--- src/rtl/bp_fpga_host_uart_rx_if.sv ---
// Output handshake between the UART receiver and the NBF packet assembler.
// The receiver drives data_o/v_o; the consumer pulses yumi_i to take a byte.
interface bp_fpga_host_uart_rx_if #(
    parameter int data_bits_p = 8
);
    logic [data_bits_p-1:0] data_o;
    logic                   v_o;
    logic                   yumi_i;

    modport master (output data_o, output v_o, input yumi_i);
    modport slave  (input data_o, input v_o, output yumi_i);
endinterface

--- src/rtl/bp_fpga_host_uart_rx.sv ---
// UART receive front end for the FPGA host.
// Deserializes rx_i (idle high, LSB first) into bytes on a one-entry valid/yumi
// output register. Filters start-bit glitches, checks optional parity and the
// stop bit(s), and reports framing, parity and overrun errors on a sticky flag.
// Optional build macro: BP_FPGA_HOST_UART_RX_SYNC_EN adds a 2-flop synchronizer
// on rx_i (reset to 1), delaying all rx timing by two cycles.
module bp_fpga_host_uart_rx #(
    parameter int uart_clk_per_bit_p = 10416,
    parameter int uart_data_bits_p   = 8,
    parameter int uart_parity_bit_p  = 0,
    parameter int uart_parity_odd_p  = 0,
    parameter int uart_stop_bits_p   = 1
) (
    input  logic                        clk_i,
    input  logic                        reset_i,
    input  logic                        rx_i,
    bp_fpga_host_uart_rx_if.master      out_if,
    output logic                        error_o,
    output logic                        frame_err_o,
    output logic                        parity_err_o
);

    localparam int              CW        = $clog2(uart_clk_per_bit_p);
    localparam logic [CW-1:0]   HALF_LAST = CW'(uart_clk_per_bit_p / 2 - 1);
    localparam logic [CW-1:0]   BIT_LAST  = CW'(uart_clk_per_bit_p - 1);
    localparam logic [3:0]      DATA_LAST = 4'(uart_data_bits_p - 1);
    localparam logic            STOP_LAST = 1'(uart_stop_bits_p - 1);
    localparam logic            PAR_ODD   = 1'(uart_parity_odd_p);
    localparam logic            PAR_EN    = (uart_parity_bit_p != 0);

    typedef enum logic [2:0] {
        S_IDLE   = 3'd0,
        S_START  = 3'd1,
        S_DATA   = 3'd2,
        S_PARITY = 3'd3,
        S_STOP   = 3'd4,
        S_BREAK  = 3'd5
    } state_e;

    // Expected parity bit for a received data word.
    function automatic logic calc_parity(input logic [uart_data_bits_p-1:0] d, input logic odd);
        return (^d) ^ odd;
    endfunction

    state_e                       state_q;
    logic [CW-1:0]                cnt_q;
    logic [3:0]                   bit_cnt_q;
    logic                         stop_cnt_q;
    logic [uart_data_bits_p-1:0]  shift_q;
    logic [uart_data_bits_p-1:0]  shift_d;
    logic                         par_bad_q;
    logic [uart_data_bits_p-1:0]  data_q;
    logic                         v_q;
    logic                         error_q;
    logic                         frame_err_q;
    logic                         parity_err_q;
    logic                         rx_s;
    logic                         bit_tick_s;
    logic                         par_exp_s;

`ifdef BP_FPGA_HOST_UART_RX_SYNC_EN
    logic [1:0] sync_q;

    // Two-flop synchronizer for a raw pin; resets to the idle (high) level.
    always_ff @(posedge clk_i) begin
        if (reset_i) begin
            sync_q <= 2'b11;
        end else begin
            sync_q <= {sync_q[0], rx_i};
        end
    end

    assign rx_s = sync_q[1];
`else
    assign rx_s = rx_i;
`endif

    // Bit-centre strobe, next shift value and expected parity for the FSM.
    always_comb begin
        bit_tick_s = (cnt_q == BIT_LAST);
        shift_d    = {rx_s, shift_q[uart_data_bits_p-1:1]};
        par_exp_s  = calc_parity(shift_q, PAR_ODD);
    end

    // Receive FSM with bit timer, output register and error flags.
    always_ff @(posedge clk_i) begin
        if (reset_i) begin
            state_q      <= S_IDLE;
            cnt_q        <= '0;
            bit_cnt_q    <= 4'd0;
            stop_cnt_q   <= 1'b0;
            shift_q      <= '0;
            par_bad_q    <= 1'b0;
            data_q       <= '0;
            v_q          <= 1'b0;
            error_q      <= 1'b0;
            frame_err_q  <= 1'b0;
            parity_err_q <= 1'b0;
        end else begin
            frame_err_q  <= 1'b0;
            parity_err_q <= 1'b0;
            if (v_q && out_if.yumi_i) begin
                v_q <= 1'b0;
            end
            case (state_q)
                S_IDLE: begin
                    if (!rx_s) begin
                        state_q <= S_START;
                        cnt_q   <= '0;
                    end
                end
                S_START: begin
                    if (cnt_q == HALF_LAST) begin
                        cnt_q <= '0;
                        if (rx_s) begin
                            // Line went back high before mid-bit: a glitch, not a start.
                            state_q <= S_IDLE;
                        end else begin
                            state_q   <= S_DATA;
                            bit_cnt_q <= 4'd0;
                            par_bad_q <= 1'b0;
                        end
                    end else begin
                        cnt_q <= cnt_q + CW'(1);
                    end
                end
                S_DATA: begin
                    if (bit_tick_s) begin
                        cnt_q   <= '0;
                        shift_q <= shift_d;
                        if (bit_cnt_q == DATA_LAST) begin
                            state_q    <= PAR_EN ? S_PARITY : S_STOP;
                            stop_cnt_q <= 1'b0;
                        end else begin
                            bit_cnt_q <= bit_cnt_q + 4'd1;
                        end
                    end else begin
                        cnt_q <= cnt_q + CW'(1);
                    end
                end
                S_PARITY: begin
                    if (bit_tick_s) begin
                        cnt_q      <= '0;
                        state_q    <= S_STOP;
                        stop_cnt_q <= 1'b0;
                        if (rx_s != par_exp_s) begin
                            // Still walk through the stop bit so it is not taken as a start.
                            parity_err_q <= 1'b1;
                            error_q      <= 1'b1;
                            par_bad_q    <= 1'b1;
                        end
                    end else begin
                        cnt_q <= cnt_q + CW'(1);
                    end
                end
                S_STOP: begin
                    if (bit_tick_s) begin
                        cnt_q <= '0;
                        if (!rx_s) begin
                            frame_err_q <= 1'b1;
                            error_q     <= 1'b1;
                            state_q     <= S_BREAK;
                        end else if (stop_cnt_q == STOP_LAST) begin
                            // Return to idle half a bit early to absorb baud skew.
                            state_q <= S_IDLE;
                            if (!par_bad_q) begin
                                if (!v_q || out_if.yumi_i) begin
                                    data_q <= shift_q;
                                    v_q    <= 1'b1;
                                end else begin
                                    error_q <= 1'b1;
                                end
                            end
                        end else begin
                            stop_cnt_q <= stop_cnt_q + 1'b1;
                        end
                    end else begin
                        cnt_q <= cnt_q + CW'(1);
                    end
                end
                S_BREAK: begin
                    if (rx_s) begin
                        state_q <= S_IDLE;
                    end
                end
                default: begin
                    state_q <= S_IDLE;
                end
            endcase
        end
    end

    assign out_if.data_o = data_q;
    assign out_if.v_o    = v_q;
    assign error_o       = error_q;
    assign frame_err_o   = frame_err_q;
    assign parity_err_o  = parity_err_q;

endmodule

--- src/flat_wrapper.sv ---
// flat-port wrapper written by rule: the top's interface ports become plain ports
module bp_fpga_host_uart_rx_flat 
#(
    parameter int uart_clk_per_bit_p = 10416,
    parameter int uart_data_bits_p   = 8,
    parameter int uart_parity_bit_p  = 0,
    parameter int uart_parity_odd_p  = 0,
    parameter int uart_stop_bits_p   = 1
)
  (clk_i, reset_i, rx_i, error_o, frame_err_o, parity_err_o, out_if_data_o, out_if_v_o, out_if_yumi_i);
  bp_fpga_host_uart_rx_if #(.data_bits_p((8))) out_if_i ();
  input  logic clk_i;
  input  logic reset_i;
  input  logic rx_i;
  output logic error_o;
  output logic frame_err_o;
  output logic parity_err_o;
  output wire logic [$bits(out_if_i.data_o)-1:0] out_if_data_o;
  output wire logic [$bits(out_if_i.v_o)-1:0] out_if_v_o;
  input wire logic [$bits(out_if_i.yumi_i)-1:0] out_if_yumi_i;
  assign out_if_data_o = out_if_i.data_o;
  assign out_if_v_o = out_if_i.v_o;
  assign out_if_i.yumi_i = out_if_yumi_i;
  bp_fpga_host_uart_rx #(.uart_clk_per_bit_p(uart_clk_per_bit_p), .uart_data_bits_p(uart_data_bits_p), .uart_parity_bit_p(uart_parity_bit_p), .uart_parity_odd_p(uart_parity_odd_p), .uart_stop_bits_p(uart_stop_bits_p)) u_core (.clk_i(clk_i), .reset_i(reset_i), .rx_i(rx_i), .out_if(out_if_i), .error_o(error_o), .frame_err_o(frame_err_o), .parity_err_o(parity_err_o));
endmodule
--- config.mk ---
export PLATFORM = sky130hd
export DESIGN_NAME = bp_fpga_host_uart_rx_flat
export DESIGN_NICKNAME = d
export VERILOG_FILES = /design/src/rtl/bp_fpga_host_uart_rx_if.sv /design/src/rtl/bp_fpga_host_uart_rx.sv /design/src/flat_wrapper.sv
export SDC_FILE = /design/constraint.sdc
export NUM_CORES = 1
export LEC_CHECK = 0
export CAP_MARGIN = 30
export CORE_ASPECT_RATIO = 2
export CORE_MARGIN = 5
export CORE_UTILIZATION = 40
export CTS_BUF_LIST = sky130_fd_sc_hd__clkbuf_16
export CTS_CLUSTER_DIAMETER = 80
export DETAILED_ROUTE_END_ITERATION = 12
export DONT_BUFFER_PORTS = 1
export GPL_ROUTABILITY_DRIVEN = 0
export HOLD_SLACK_MARGIN = 0.08
export PLACE_DENSITY = 0.54
export SYNTH_ARGS = -nofsm -noshare
export SYNTH_HDL_FRONTEND = slang
export SYNTH_SLANG_ARGS = --single-unit
--- constraint.sdc ---
create_clock -name clk_i -period 2.87 [get_ports clk_i]
set_input_delay 0.4305 -clock clk_i [delete_from_list [all_inputs] [get_ports clk_i]]
set_output_delay 0.4305 -clock clk_i [all_outputs]
set_load 0.02 [all_outputs]
==> impl_metrics.yaml <==
run_status:
  status: "finished, final reports clean"
worst_setup_path:
  critical_path.startpoint_type: "flop"
  critical_path.endpoint_type: "flop"
  r2r_end: "u_core.bit_cnt_q[3]"
  cp_data_arrival_time_ns: 2.42
  crit_fanout: 8
  regToRegStartpoint: "u_core.cnt_q[6]"
  r2r_cells: 5
  path_class: "flop to flop"
  worstPathRequired_ns: 3.09
  reg2reg_slack_ns: 0.67
  worstSetupStartpoint: "u_core.cnt_q[6]"
global_route:
  antenna_found_initial: 0
  maximum_number_of_pins_on_one_net_before_global_route_repair: 33
  grt_use_met3_pct: 3.613
  first_global_vias: 1485
  groute.usage.overall_pct: 13.36
  grt_remaining_overflow: 0
  global_route.peak_usage_layer: "met2"
  grtUsageMet1_pct: 17.83
  grtUsageMet2_pct: 19.80
  global_route_wire_length_before_repair_um: 7003
cts:
  clk_latency_ns: 0.28
  ctsResizeCount: 0
  tritoncts.num_buffers: 5
  cts.hold.buffers_added: 0
  cts.repair_timing.setup_buffer_count: 0
  cts.path.max_buffers: 2
  h-tree-depth: 2
  tritoncts: "built"
  clk_root_buffer_cell: "sky130_fd_sc_hd__clkbuf_16"
  cts.clk_slew.worst_paths_ns: 0.06
  cts.sink_count: 42
detailed_routing:
  total_detailed_routing_wirelength_um: 4151
  iteration_0_drc_markers: 40
  wl_per_cell_um: 14.77
  firstDrtPassIters: 4
  vias_per_std_cell: 5.530
  via_count_of_the_routed_design: 1554
  post-route-drc-count: 0
  ant_nets: 0
sta:
  tns_ns: 0
  post-route-min-period_ns: 2.202
  final_setup_fails: 0
  finalClockSkew_ns: 0.008475
  timing.fmax_ghz: 0.4542
  grt_setup_unrepaired: "false"
  final_max_slew_viols: 0
  final-hold-violation-count: 0
  worst_slew_pin_slew_ns: 0.6235
  timing.final.crit_share_pct: 76.71
  maxSlewHeadroom_pct: 58.43
logic_synthesis:
  count_of_state_elements_after_synthesis: 42
  syn-num-nets: 227
  synthFlopType: "sky130_fd_sc_hd__dfxtp_1"
  yosysTopAreaCellShare_pct: 41.13
  ys_seq_area_share_pct: 41.13
  syn_avg_cell_area_um2: 9.251
  yosysWarningCount: 0
  synth_top_cell_by_area: "sky130_fd_sc_hd__dfxtp_1"
  post_synth_edffs: 0
  yosys-top-cells-area: "sky130_fd_sc_hd__dfxtp_1, sky130_fd_sc_hd__mux2i_1, sky130_fd_sc_hd__nor2_1"
  asyncSetResetFlopFracSynth_pct: 0
  synthesis.area_um2: 2044
  yosysUniqueCellTypes: 50
  synthesized_netlist_cell_count: 221
power_and_ir_drop:
  highest_ir_drop_seen_on_vdd_mv: 0.3647
  p_total_mw: 1.208
  clkPwrFrac_pct: 45.4
  power_density_nw_per_um2: 543.8
  internal_power_uw: 933.5
  netSwitchingPower_uw: 274.8
  power.share.sequential_pct: 49.3
  cellLeakagePower_nw: 0.8205
  sw_frac_of_total_pct: 22.75
  power.combinational.fraction_pct: 5.3
hold_path:
  worst_hold_path.num_cells: 1
  timing.hold.worst.start: "reset_i"
  timing.hold.worst.class: "input pin to flop"
  worstHoldEndpoint: "u_core.cnt_q[7]"
floorplan:
  dieWidth_um: 60.55
  floorplan.die.height_um: 111.1
  std_cell_core_area_um2: 5046
  floorplan.initialDensity_pct: 40.52
  num_rows: 37
  io_pins: 16
  die_area_um2: 6727
place:
  portBuffers: 0
  place_hpwl_um: 2846
cells_and_area:
  share_of_post_route_cells_with_drive_strength_above_1_pct: 9.865
  syn_to_final_growth_pct: 8.690
  layout.cells.most_common: "sky130_fd_sc_hd__dfxtp_1"
  diodes: 0
  fin_nets: 228
  commonest_non_fill_non_tap_cells_in_the_layout: "sky130_fd_sc_hd__dfxtp_1, sky130_fd_sc_hd__nor2_1, sky130_fd_sc_hd__mux2i_1"
job:
  max_cap_violations: 0
==> worst max-delay path, cell delays in order (launching register included) <==
cell	delay (ns)
sky130_fd_sc_hd__dfxtp_1	0.47
sky130_fd_sc_hd__or4b_4	0.52
sky130_fd_sc_hd__nor4_4	0.36
sky130_fd_sc_hd__o22ai_2	0.17
sky130_fd_sc_hd__or4_1	0.48
sky130_fd_sc_hd__a21oi_1	0.14
==> synthesized netlist by cell type (2+ instances only) <==
cell type	instances
sky130_fd_sc_hd__clkbuf_1	3
sky130_fd_sc_hd__xnor2_1	11
sky130_fd_sc_hd__buf_4	2
sky130_fd_sc_hd__nor3_1	3
sky130_fd_sc_hd__ha_1	2
sky130_fd_sc_hd__and2b_2	2
sky130_fd_sc_hd__nor2b_1	2
sky130_fd_sc_hd__o21ai_0	7
sky130_fd_sc_hd__nor3b_1	5
sky130_fd_sc_hd__or3_1	3
sky130_fd_sc_hd__and2_1	2
sky130_fd_sc_hd__or4_1	3
sky130_fd_sc_hd__and4_1	4
sky130_fd_sc_hd__nand3b_1	4
sky130_fd_sc_hd__a31oi_1	2
sky130_fd_sc_hd__nand4_1	6
sky130_fd_sc_hd__nor2_1	35
sky130_fd_sc_hd__inv_1	3
sky130_fd_sc_hd__a21oi_1	11
sky130_fd_sc_hd__mux2i_1	16
sky130_fd_sc_hd__a211oi_1	2
sky130_fd_sc_hd__and3_1	3
sky130_fd_sc_hd__nand3_1	8
sky130_fd_sc_hd__xor2_1	6
sky130_fd_sc_hd__dfxtp_1	42
sky130_fd_sc_hd__nand2_1	10
==> metal layers <==
layer	up-vias	share of wire, %
met5	-	0
met4	0	2.1
met3	5	3.5
met2	18	44
met1	745	50
li1	786	-
==> logic make-up (layout without fill, tap and decap cells) <==
group                      Yosys count  after routing  synth area share [%]
AOI/OAI and AO/OA                   29             29                 9.119
xor gates and xnor gates            18             18                 8.384
adders and majority gates            2              2                 1.224
buffers and inverters               11             13                 3.121
DFF                                 42             42                 41.13
muxes                               16             16                 7.833
and+or+nand+nor                    103            103                 29.19
==> sequential cells by signal, indices dropped and copies added, names as in the netlist <==
name,flops
u_core.bit_cnt_q,4
u_core.cnt_q,14
u_core.error_o,1
u_core.frame_err_o,1
u_core.out_if.data_o,8
u_core.out_if.v_o,1
u_core.par_bad_q,1
u_core.parity_err_o,1
u_core.shift_q,8
u_core.state_q,3
==> final cells by class <==
class / instances / area [µm²]
sequential: 42 / 840.8
clock buffer: 5 / 125.1
tap: 58 / 72.57
multi-input combinational: 168 / 1140
timing repair buffer: 2 / 15.01
fill: 514 / 2824
clock inverter: 3 / 17.52
inverter: 3 / 11.26
==> through the flow <==
| step | setup slack (ns) | hold slack (ns) | util [%] | instance area (µm²) | cells |
|---|---|---|---|---|---|
| after CTS | 0.6577 | 0.2018 | 44.04 | 2222 | 281 |
| after global placement | 0.7428 | 0.4562 | 41.21 | 2079 | 273 |
| final | 0.6684 | 0.2095 | 44.04 | 2222 | 281 |
| after global routing | 0.4830 | 0.1967 | 44.04 | 2222 | 281 |
| after floorplan | 0.8634 | 0.4442 | - | 2044 | 221 |
| after detailed placement | 0.6890 | 0.4594 | 41.21 | 2079 | 273 |
==> how the worst max path moves through the flow <==
stage	cells after the start	to	slack, ns
after detailed placement	6	u_core.cnt_q[12]	0.69
after CTS	6	u_core.cnt_q[12]	0.66
final	5	u_core.bit_cnt_q[3]	0.67
after floorplan	6	u_core.bit_cnt_q[3]	0.86
after global placement	7	u_core.cnt_q[3]	0.74
after global routing	5	u_core.bit_cnt_q[3]	0.48
==> power by group through the flow <==
stage,registers (mW),clock network (mW),logic [mW]
2_1_floorplan,0.606,0,0.0594
3_3_place_gp,0.608,0,0.0641
3_5_place_dp,0.609,0,0.0647
4_1_cts,0.595,0.566,0.0653
5_1_grt,0.596,0.593,0.0720
6_report,0.596,0.548,0.0646
No activity file was read; power rests on OpenSTA's default activity.
